$ cat config.mk
export PLATFORM = sky130hd
export DESIGN_NAME = ram_fifo_ctrl
export DESIGN_NICKNAME = d
export VERILOG_FILES = /design/src/rtl/ram_fifo_ctrl_pkg.sv /design/src/rtl/ram_fifo_ctrl.sv
export SDC_FILE = /design/constraint.sdc
export NUM_CORES = 1
export LEC_CHECK = 0
export ABC_AREA = 0
export CORE_UTILIZATION = 44
export CTS_BUF_LIST = sky130_fd_sc_hd__clkbuf_2
export CTS_CLUSTER_DIAMETER = 150
export DETAILED_ROUTE_END_ITERATION = 16
export GPL_TIMING_DRIVEN = 0
export PLACE_DENSITY = 0.82
export SYNTH_ARGS = -nofsm -noshare
export SYNTH_HDL_FRONTEND = slang
export SYNTH_SLANG_ARGS = --single-unit
export TNS_END_PERCENT = 1
$ cat constraint.sdc
create_clock -name clk -period 2.5 [get_ports clk]
set_clock_uncertainty 0.2 [all_clocks]
set_input_delay 0.375 -clock clk [delete_from_list [all_inputs] [get_ports clk]]
set_output_delay 0.375 -clock clk [all_outputs]
set_load 0.005 [all_outputs]
$ cat src/rtl/ram_fifo_ctrl_pkg.sv
// Shared constants and types for the RAM-backed show-ahead FIFO controller.
package ram_fifo_ctrl_pkg;

   localparam int FIFO_DATA_W = 4;
   localparam int FIFO_ADDR_W = 2;
   localparam int FIFO_DEPTH  = 4;

   // RAM rdwr encoding: writes commit on the clock edge, reads are combinational.
   localparam logic RAM_RD = 1'b1;
   localparam logic RAM_WR = 1'b0;

   // One RAM-port use per cycle; listed in arbitration priority order.
   typedef enum logic [1:0] {
      MODE_IDLE,
      MODE_READ,
      MODE_BYPASS,
      MODE_WRITE
   } mode_e;

endpackage

$ cat src/rtl/ram_fifo_ctrl.sv
// Turns a single-port RAM into a DEPTH+1 show-ahead FIFO: the RAM holds the
// tail, a 1-entry output register holds the head. Head prefetch reads take
// priority over writes; a push into an empty FIFO bypasses the RAM entirely.
module ram_fifo_ctrl
   import ram_fifo_ctrl_pkg::*;
#(
   parameter int DATA_W = FIFO_DATA_W,
   parameter int ADDR_W = FIFO_ADDR_W,
   parameter int DEPTH  = FIFO_DEPTH
) (
   input  logic                          clk,
   input  logic                          rst_n,
   input  logic                          wr_valid,
   input  logic [DATA_W-1:0]             wr_data,
   output logic                          wr_ready,
   output logic                          rd_valid,
   output logic [DATA_W-1:0]             rd_data,
   input  logic                          rd_ready,
   output logic [$clog2(DEPTH+2)-1:0]    count,
   output logic                          full,
   output logic                          empty,
   output logic [DATA_W-1:0]             ram_data_in,
   output logic [ADDR_W-1:0]             ram_ad_in,
   output logic                          ram_en,
   output logic                          ram_rdwr,
   input  logic [DATA_W-1:0]             ram_data_out
);

   localparam int CNT_W = $clog2(DEPTH+2);

   logic [ADDR_W-1:0] wp, rp;
   logic [CNT_W-1:0]  ram_cnt;
   logic              pop, slot_free, prefetch, push, bypass;
   mode_e             mode;

   // Handshake decode and single-port arbitration.
   always_comb begin
      pop       = rd_valid & rd_ready;
      slot_free = ~rd_valid | pop;
      prefetch  = slot_free & (ram_cnt != '0);
      // Depends on rd_ready but never on wr_valid, so no comb loop with the producer.
      wr_ready  = ~prefetch & (ram_cnt != CNT_W'(DEPTH));
      push      = wr_valid & wr_ready;
      bypass    = push & slot_free & (ram_cnt == '0);

      mode = MODE_IDLE;
      if (prefetch)    mode = MODE_READ;
      else if (bypass) mode = MODE_BYPASS;
      else if (push)   mode = MODE_WRITE;

      ram_data_in = wr_data;
      ram_en      = 1'b0;
      ram_rdwr    = RAM_RD;
      ram_ad_in   = rp;
      case (mode)
         MODE_READ: begin
            ram_en = 1'b1;
         end
         MODE_WRITE: begin
            ram_en    = 1'b1;
            ram_rdwr  = RAM_WR;
            ram_ad_in = wp;
         end
         default: ;
      endcase
   end

   // Pointer, RAM occupancy and output-register update.
   always_ff @(posedge clk or negedge rst_n) begin
      if (!rst_n) begin
         wp       <= '0;
         rp       <= '0;
         ram_cnt  <= '0;
         rd_valid <= 1'b0;
         rd_data  <= '0;
      end else begin
         // A pop empties the slot unless a refill below lands in the same edge.
         if (pop) rd_valid <= 1'b0;
         case (mode)
            MODE_READ: begin
               rd_data  <= ram_data_out;
               rd_valid <= 1'b1;
               rp       <= (rp == ADDR_W'(DEPTH-1)) ? '0 : rp + 1'b1;
               ram_cnt  <= ram_cnt - 1'b1;
            end
            MODE_BYPASS: begin
               rd_data  <= wr_data;
               rd_valid <= 1'b1;
            end
            MODE_WRITE: begin
               wp      <= (wp == ADDR_W'(DEPTH-1)) ? '0 : wp + 1'b1;
               ram_cnt <= ram_cnt + 1'b1;
            end
            default: ;
         endcase
      end
   end

   // The head register is always filled before the RAM, so empty == ~rd_valid.
   always_comb begin
      count = ram_cnt + {{(CNT_W-1){1'b0}}, rd_valid};
      full  = (count == CNT_W'(DEPTH+1));
      empty = ~rd_valid;
   end

endmodule

==> flow_metrics.tcl, run 1 <==
set metrics [dict create \
    worst_setup_path_start_kind "flip-flop" \
    ant_nets 0 \
    crit_required_ns 1.92 \
    cp_slowest_cell "clkdlybuf4s50_1" \
    cp_cell_sequence "buf_4, nand2b_4, clkbuf_1, o21bai_1, clkdlybuf4s50_1" \
    syn_area_sq_um 762 \
    drtIter0Drc 19 \
    drive_above_1_share_pct 25.5 \
    crit_path_end_kind "output pin" \
    htreeDepth 1 \
    leakagePower_nw 0.520 \
    drc 4 \
    num_io_pins 31 \
    cp_max_fo 10 \
    clock-root-buffer "clkbuf_2" \
    r2r_cells 7 \
    worstMarginPinSlew_ns 0.506 \
    synth_cells 71 \
    min_period_ns 2.42 \
    clock_tree.buffer_depth 2 \
    setup_violations 0 \
    synthTopCellsByCount "12 x dfrtp_1, 6 x mux2_2, 5 x nor2_1" \
    multi_input_area_sq_um 438 \
    slew_headroom_pct 66.1 \
    cp_data_arrival_time_ns 1.84 \
    synth_flop_cell "dfrtp_1" \
    hold_path.class "in2async" \
    yosys-top-cells-area "dfrtp_1 39%, mux2_2 8.9%, ha_1 6.6%" \
    vias 695 \
    ir_drop_v 0.000662 \
    start_util_pct 48.9 \
    hold_viol_final 0 \
    outcome "complete, but fails checks" \
    ys_seq_area_share_pct 39.4 \
    core_sq_um 1560 \
    cts.clk_slew.worst_paths_ns 0.10 \
    synthesis.nets 88 \
    cts_tree "built" \
    place_area_sq_um 1080 \
    gp_congestion 0.775 \
    final_max_slew_viol_count 0 \
    numPortBuffers 30 \
    grt_pass1_wl_um 3100 \
    layout.cells.non_filler 126 \
    ys_ff_latch 12 \
    row_count 14 \
    viasPerCell 5.52 \
    synth_edf_count 0 \
    syn_to_final_growth_pct 53.9 \
    violations "DRC" \
    antenna_cells 0 \
    die_w_um 43.6 \
    synthArstFlopShare_pct 100 \
    fin_nets 128 \
    cts_buffers 3 \
    timing.final.crit_share_pct 96.6 \
    fin_area_sq_um 1170 \
    postSynthAreaPerCell_sq_um 10.7 \
    max_stage_delay_ns 0.46 \
    die-area_sq_um 1900 \
    fillers 120 \
    grt_max_degree 13 \
    wl_per_cell_um 14.7 \
    hpwl_um 1360 \
    ys_warn_count 0 \
    hold_buffers 0 \
    routed_wl_um 1860 \
    grt-ovfl-total 0 \
    place_inst 117 \
    drv_cap 0 \
    die_h_um 43.6 \
    grt_pass1_vias 690 \
    clock_sinks 12 \
    yosysTopAreaCell "dfrtp_1" \
    clkLatencyLatePin_ns 0.25 \
    register_area_sq_um 304 \
    grt_usage_pct 22.2 \
    pwr_density_cell_nw_per_um2 1130 \
    dr.pass1.iters 10 \
    antenna_found_initial 0 \
    yosysUniqueCellTypes 33 \
    synth.most_common_cell "dfrtp_1" \
    synth_top_area_share_pct 39.4 \
    timing.fmax_mhz 414 \
    worstSetupPathType "reg2out" \
]
cell usage in the layout (no fill, tap or decap), types with 2 or more instances in the layout:
cell / n
a21oi_1: 2
ha_1: 3
nand2_1: 2
inv_1: 3
clkbuf_2: 3
mux2_2: 4
a2bb2oi_1: 4
nor2_1: 5
dfrtp_2: 3
dlygate4sd2_1: 4
o22ai_1: 4
mux2_4: 2
buf_4: 9
clkdlybuf4s50_1: 25
o21ai_0: 3
dfrtp_1: 9
final timing paths:
| path | startpoint | endpoint | slack, ns |
|---|---|---|---|
| max in group asynchronous | rst_n | ram_cnt[1] | 1.49 |
| min in group clk | wp[1] | wp[1] | 0.35 |
| min reg2reg | wp[1] | wp[1] | 0.35 |
| max reg2reg | rd_valid | ram_cnt[2] | 0.16 |
| min | rst_n | rd_data[2] | 0.25 |
| max | rd_valid | wr_ready | 0.08 |
state kept, by name, summed over array words and instances (netlist names):
signal,flops
rd_data,4
ram_cnt,3
rp,2
wp,2
rd_valid,1
repair_timing:
| item | 4_1_cts | 5_1_grt |
|---|---|---|
| endpoints found under the setup margin | 7 | 3 |
| pin swaps | 2 | 0 |
| resized for setup | 14 | 2 |
| setup buffers | 4 | 1 |
where the power goes:
part / leakage, nW / switching [mW] / internal [mW]
Combinational: 0.372 / 0.360 / 0.508
Clock: 0.0140 / 0.0575 / 0.0348
Sequential: 0.134 / 0.0711 / 0.289
cell type report:
cell class,count,share of cell area [%]
Clock buffer,3,1.28
Buffer,6,3.84
Clock inverter,1,0.320
Inverter,3,0.961
Multi-Input combinational cell,50,37.4
Sequential cell,12,25.9
Timing Repair Buffer,35,28.6
Tap cell,16,1.71
critical path, delay by kind of cell (launching register included):
kind                   cells  cell delay, ns
buffers and inverters      3            0.95
DFF                        1            0.44
AOI/OAI and AO/OA          1            0.12
and+or+nand+nor            1            0.07
cell families (layout without fill, tap and decap cells):
group	count (synthesis)	in the layout	synth area share [%]
and+or+nand+nor	19	19	15.3
AOI/OAI and AO/OA	17	17	17.1
DFF	12	12	39.4
buffers and inverters	9	48	6.57
muxes	7	7	10.2
adders and majority gates	5	5	9.20
xor gates and xnor gates	2	2	2.30
per-stage QoR:
step	setup slack [ns]	utilization, %	hold slack (ns)	setup TNS (ns)	power, mW
floorplan	0.196	-	-0.121	0	0.780
global placement	-0.297	69.4	0.318	-0.939	1.11
detailed placement	-0.326	69.4	0.327	-1.02	1.15
CTS	-0.00617	74.2	0.250	-0.00617	1.31
global route	-0.0570	75.2	0.280	-0.0570	1.45
finish	0.0842	75.2	0.247	0	1.32
routing by layer:
layer  track usage [%]  wire (um)  part of all wire [%]
met1              28.9        825                    44
met2              37.3        937                    50
met3              2.50         83                   4.5
met4              9.38          9                  0.48
met5                 0          0                     0
Power figures use the tool's default switching activity.
==> run 2: changes to the inputs <==
SKIP_LAST_GASP = 1   (was unset)
==> flow_metrics.tcl, run 2 (same netlist as run 1, synthesis figures left out) <==
set metrics [dict create \
    worstSetupPathType "reg2out" \
    place_inst 117 \
    setup_violations 1 \
    dr.pass1.iters 10 \
    core_sq_um 1560 \
    vias 728 \
    timing.final.crit_share_pct 101 \
    ir_drop_v 0.000724 \
    r2r_end "ram_cnt[2]" \
    multi_input_area_sq_um 429 \
    r2r_cells 6 \
    routed_wl_um 1890 \
    viasPerCell 5.56 \
    top_regs "rd_data: 4 flops, ram_cnt: 3 flops" \
    drive_above_1_share_pct 27.8 \
    hold_buffers 0 \
    gp_congestion 0.775 \
    row_count 14 \
    grt_pass1_wl_um 3070 \
    largest_reg_flops 4 \
    leakagePower_nw 0.541 \
    clkLatencyLatePin_ns 0.25 \
    worst_setup_path_start_kind "flip-flop" \
    cts_tree "built" \
    r2r_setup_slack_ns 0.17 \
    r2r_start "ram_cnt[2]" \
    crit_start "ram_cnt[2]" \
    htreeDepth 1 \
    drv_cap 0 \
    num_io_pins 31 \
    die-area_sq_um 1900 \
    clock-root-buffer "clkbuf_2" \
    syn_to_final_growth_pct 59.6 \
    fin_hold_ws_ns 0.247 \
    outcome "complete, but fails checks" \
    fillers 111 \
    hpwl_um 1360 \
    drtIter0Drc 14 \
    hold_path.class "in2async" \
    ant_nets 0 \
    grt_max_degree 13 \
    min_period_ns 2.52 \
    crit_path_end_kind "output pin" \
    cts_buffers 3 \
    p_sw_mw 0.483 \
    hold_viol_final 0 \
    grt_pass1_vias 705 \
    clock_tree.buffer_depth 2 \
    cp_data_arrival_time_ns 1.94 \
    grt_usage_pct 21.8 \
    cts.clk_slew.worst_paths_ns 0.11 \
    fin_nets 133 \
    antenna_found_initial 0 \
    antenna_cells 0 \
    numPortBuffers 30 \
    drc 5 \
    crit_required_ns 1.92 \
    p_sw_share_pct 36.0 \
    clock_power_share_pct 6.9 \
    pwr_density_cell_nw_per_um2 1100 \
    layout_common_cells "27 x clkdlybuf4s50_1, 13 x buf_4, 9 x dfrtp_1" \
    timing.fmax_mhz 398 \
    grt-ovfl-total 0 \
    violations "DRC, setup timing" \
    start_util_pct 48.9 \
    wl_per_cell_um 14.4 \
    pwr-share-comb_pct 66.1 \
    top_register "rd_data" \
    mostFrequentLayoutCell "clkdlybuf4s50_1" \
    setup_ws_ns -0.0152 \
    layout.cells.non_filler 131 \
    register_area_sq_um 304 \
    die_w_um 43.6 \
    crit_end "ram_ad_in[1]" \
    worstMarginPinSlew_ns 0.509 \
    seq_power_share_pct 27.0 \
    clock_sinks 12 \
    slew_headroom_pct 66.0 \
    rsz0062_at_grt "yes" \
    die_h_um 43.6 \
    cp_max_fo 10 \
    internal-power_mw 0.860 \
    final_max_slew_viol_count 0 \
]
==> run 2: stage by stage <==
step	power [mW]	instance area, sq um	util [%]	TNS (ns)	setup slack [ns]
floorplan	0.780	762	-	0	0.196
global placement	1.11	1080	69.4	-0.939	-0.297
detailed placement	1.15	1080	69.4	-1.02	-0.326
CTS	1.31	1150	73.8	-0.143	-0.0553
global route	1.47	1220	78.0	-0.241	-0.0857
finish	1.34	1220	78.0	-0.0152	-0.0152
==> run 2: power groups by stage <==
| stage | clock (mW) | combinational, mW | sequential (mW) |
|---|---|---|---|
| finish | 0.0933 | 0.888 | 0.362 |
| global placement | 0 | 0.732 | 0.383 |
| floorplan | 0 | 0.409 | 0.371 |
| CTS | 0.0989 | 0.856 | 0.359 |
| detailed placement | 0 | 0.762 | 0.389 |
| global route | 0.106 | 0.989 | 0.374 |
==> run 2: worst min path at each step <==
stage	start	depth (start not counted)	end	slack (ns)
detailed placement	wp[1]	1	wp[1]	0.33
global route	rst_n	1	ram_cnt[2]	0.28
CTS	rst_n	1	rd_valid	0.25
finish	rst_n	1	rd_data[2]	0.25
floorplan	rst_n	0	ram_cnt[0]	-0.12
global placement	wp[1]	1	wp[1]	0.32
==> run 2: layout make-up <==
type | count | share of cell area [%]
Clock buffer | 3 | 1.23
Multi-Input combinational cell | 50 | 35.3
Timing Repair Buffer | 40 | 31.9
Sequential cell | 12 | 25.0
Buffer | 6 | 3.70
Tap cell | 16 | 1.65
Clock inverter | 1 | 0.309
Inverter | 3 | 0.926
==> run 2: timing repair <==
| action | 4_1_cts | 5_1_grt |
|---|---|---|
| hold endpoints to repair | 0 | 0 |
| setup buffers | 4 | 6 |
| endpoints found under the setup margin | 7 | 6 |
| resized for setup | 9 | 3 |
| pin swaps | 1 | 1 |
==> run 2: routing by layer <==
| layer | global-route usage [%] | routed length (um) | vias up |
|---|---|---|---|
| li1 | - | - | 353 |
| met1 | 27.6 | 840 | 358 |
| met2 | 37.6 | 992 | 15 |
| met3 | 2.50 | 50 | 2 |
| met4 | 9.38 | 9 | 0 |
| met5 | 0 | 0 | - |
==> run 2: worst max-delay path, stage by stage, from the launching register on <==
cell and delay, ns:
dfrtp_1 0.41, buf_6 0.15, a211oi_4 0.35, mux2_4 0.33, clkdlybuf4s50_1 0.44
==> run 3: changes to the inputs <==
RECOVER_POWER = 25   (was unset)
==> flow_metrics.tcl, run 3 (same netlist as run 1, synthesis figures left out) <==
set metrics [dict create \
    min_period_ns 2.52 \
    fin_area_sq_um 1220 \
    cp_max_fo 10 \
    wl_per_cell_um 14.4 \
    dr.pass1.iters 10 \
    die_w_um 43.6 \
    place_area_sq_um 1080 \
    crit_path_end_kind "output pin" \
    final_max_slew_viol_count 0 \
    worstMarginPinSlew_ns 0.514 \
    largest_reg_flops 4 \
    hpwl_um 1360 \
    pwr_density_cell_nw_per_um2 1100 \
    clock_sinks 12 \
    die_h_um 43.6 \
    worst_setup_path_start_kind "flip-flop" \
    register_area_sq_um 304 \
    drv_cap 0 \
    cp_data_arrival_time_ns 1.94 \
    num_io_pins 31 \
    start_util_pct 48.9 \
    rsz0062_at_grt "yes" \
    outcome "complete, but fails checks" \
    clock_tree.buffer_depth 2 \
    antenna_found_initial 0 \
    viasPerCell 5.56 \
    r2r_cells 6 \
    crit_required_ns 1.92 \
    drtIter0Drc 14 \
    setup_ws_ns -0.0152 \
    vias 728 \
    hold_viol_final 0 \
    top_register "rd_data" \
    internal-power_mw 0.860 \
    clock_power_share_pct 6.9 \
    clock-root-buffer "clkbuf_2" \
    row_count 14 \
    fillers 111 \
    hold_buffers 0 \
    ir_drop_v 0.000724 \
    grt_usage_pct 21.8 \
    die-area_sq_um 1900 \
    leakagePower_nw 0.541 \
    antenna_cells 0 \
    clkLatencyLatePin_ns 0.25 \
    grt_max_degree 13 \
    fin_hold_ws_ns 0.318 \
    gp_congestion 0.775 \
    numPortBuffers 30 \
    setup_violations 1 \
    violations "DRC, setup timing" \
    seq_power_share_pct 27.0 \
    drc 5 \
    routed_wl_um 1890 \
    p_sw_mw 0.483 \
    timing.final.crit_share_pct 101 \
    timing.fmax_mhz 398 \
    ant_nets 0 \
    grt-ovfl-total 0 \
    grt_pass1_wl_um 3070 \
    drive_above_1_share_pct 27.8 \
    cts.clk_slew.worst_paths_ns 0.11 \
    core_sq_um 1560 \
    layout_common_cells "26 x clkdlybuf4s50_1, 13 x buf_4, 9 x dfrtp_1" \
    top_regs "rd_data: 4 flops, ram_cnt: 3 flops" \
    pwr-share-comb_pct 66.1 \
    multi_input_area_sq_um 429 \
    p_sw_share_pct 36.0 \
    htreeDepth 1 \
    mostFrequentLayoutCell "clkdlybuf4s50_1" \
    grt_pass1_vias 705 \
    fin_nets 133 \
    cts_buffers 3 \
    slew_headroom_pct 65.6 \
    syn_to_final_growth_pct 59.6 \
    worstSetupPathType "reg2out" \
    hold_path.class "in2async" \
    cts_tree "built" \
]
-- run 3: cell types whose count changed in the layout (fill, tap and decap cells not counted) --
cell	delta
clkdlybuf4s50_1	-1
dlygate4sd3_1	+1
-- run 3: per-stage QoR --
step | worst slack, ns | std cells | TNS, ns | utilization (%) | power (mW)
4_1_cts | -0.0553 | 125 | -0.143 | 73.8 | 1.31
3_3_place_gp | -0.297 | 117 | -0.939 | 69.4 | 1.11
5_1_grt | -0.0857 | 131 | -0.241 | 78.0 | 1.47
6_report | -0.0152 | 131 | -0.0152 | 78.0 | 1.34
2_1_floorplan | 0.196 | 71 | 0 | - | 0.780
3_5_place_dp | -0.326 | 117 | -1.02 | 69.4 | 1.15
-- run 3: what timing repair did --
| item | 4_1_cts | 5_1_grt |
|---|---|---|
| endpoints found under the setup margin | 7 | 6 |
| gates resized for setup | 9 | 3 |
| hold endpoints to repair | 0 | 0 |
| setup buffers | 4 | 6 |
| pin swaps | 1 | 1 |
-- run 3: final timing paths --
path                             from           end  slack, ns
max                        ram_cnt[2]  ram_ad_in[1]      -0.02
min                             rst_n    rd_data[2]       0.32
max reg2reg                ram_cnt[2]    ram_cnt[2]       0.17
min reg2reg                     wp[1]         wp[1]       0.35
max in group asynchronous       rst_n    ram_cnt[0]       1.41
min in group clk                wp[1]         wp[1]       0.35
-- run 3: per-layer routing --
metal  wire [um]  track usage [%]  vias up
li1            -                -      353
met1         840             27.6      358
met2         992             37.6       15
met3          50             2.50        2
met4           9             9.38        0
met5           0                0        -
-- run 3: final cells by class --
cell class / count / area share, %
Multi-Input combinational cell: 50 / 35.3
Timing Repair Buffer: 40 / 31.9
Sequential cell: 12 / 25.0
Buffer: 6 / 3.70
Tap cell: 16 / 1.65
Clock buffer: 3 / 1.23
Inverter: 3 / 0.926
Clock inverter: 1 / 0.309
-- run 3: worst max-delay path, stage by stage (launching register included) --
cell	delay (ns)
dfrtp_1	0.41
buf_6	0.15
a211oi_4	0.35
mux2_4	0.33
clkdlybuf4s50_1	0.44
-- run 3: power groups by stage --
stage	registers (mW)	clock network, mW	logic (mW)
after floorplan	0.371	0	0.409
after global routing	0.374	0.106	0.989
after detailed placement	0.389	0	0.762
after global placement	0.383	0	0.732
after CTS	0.359	0.0989	0.856
final	0.362	0.0933	0.888
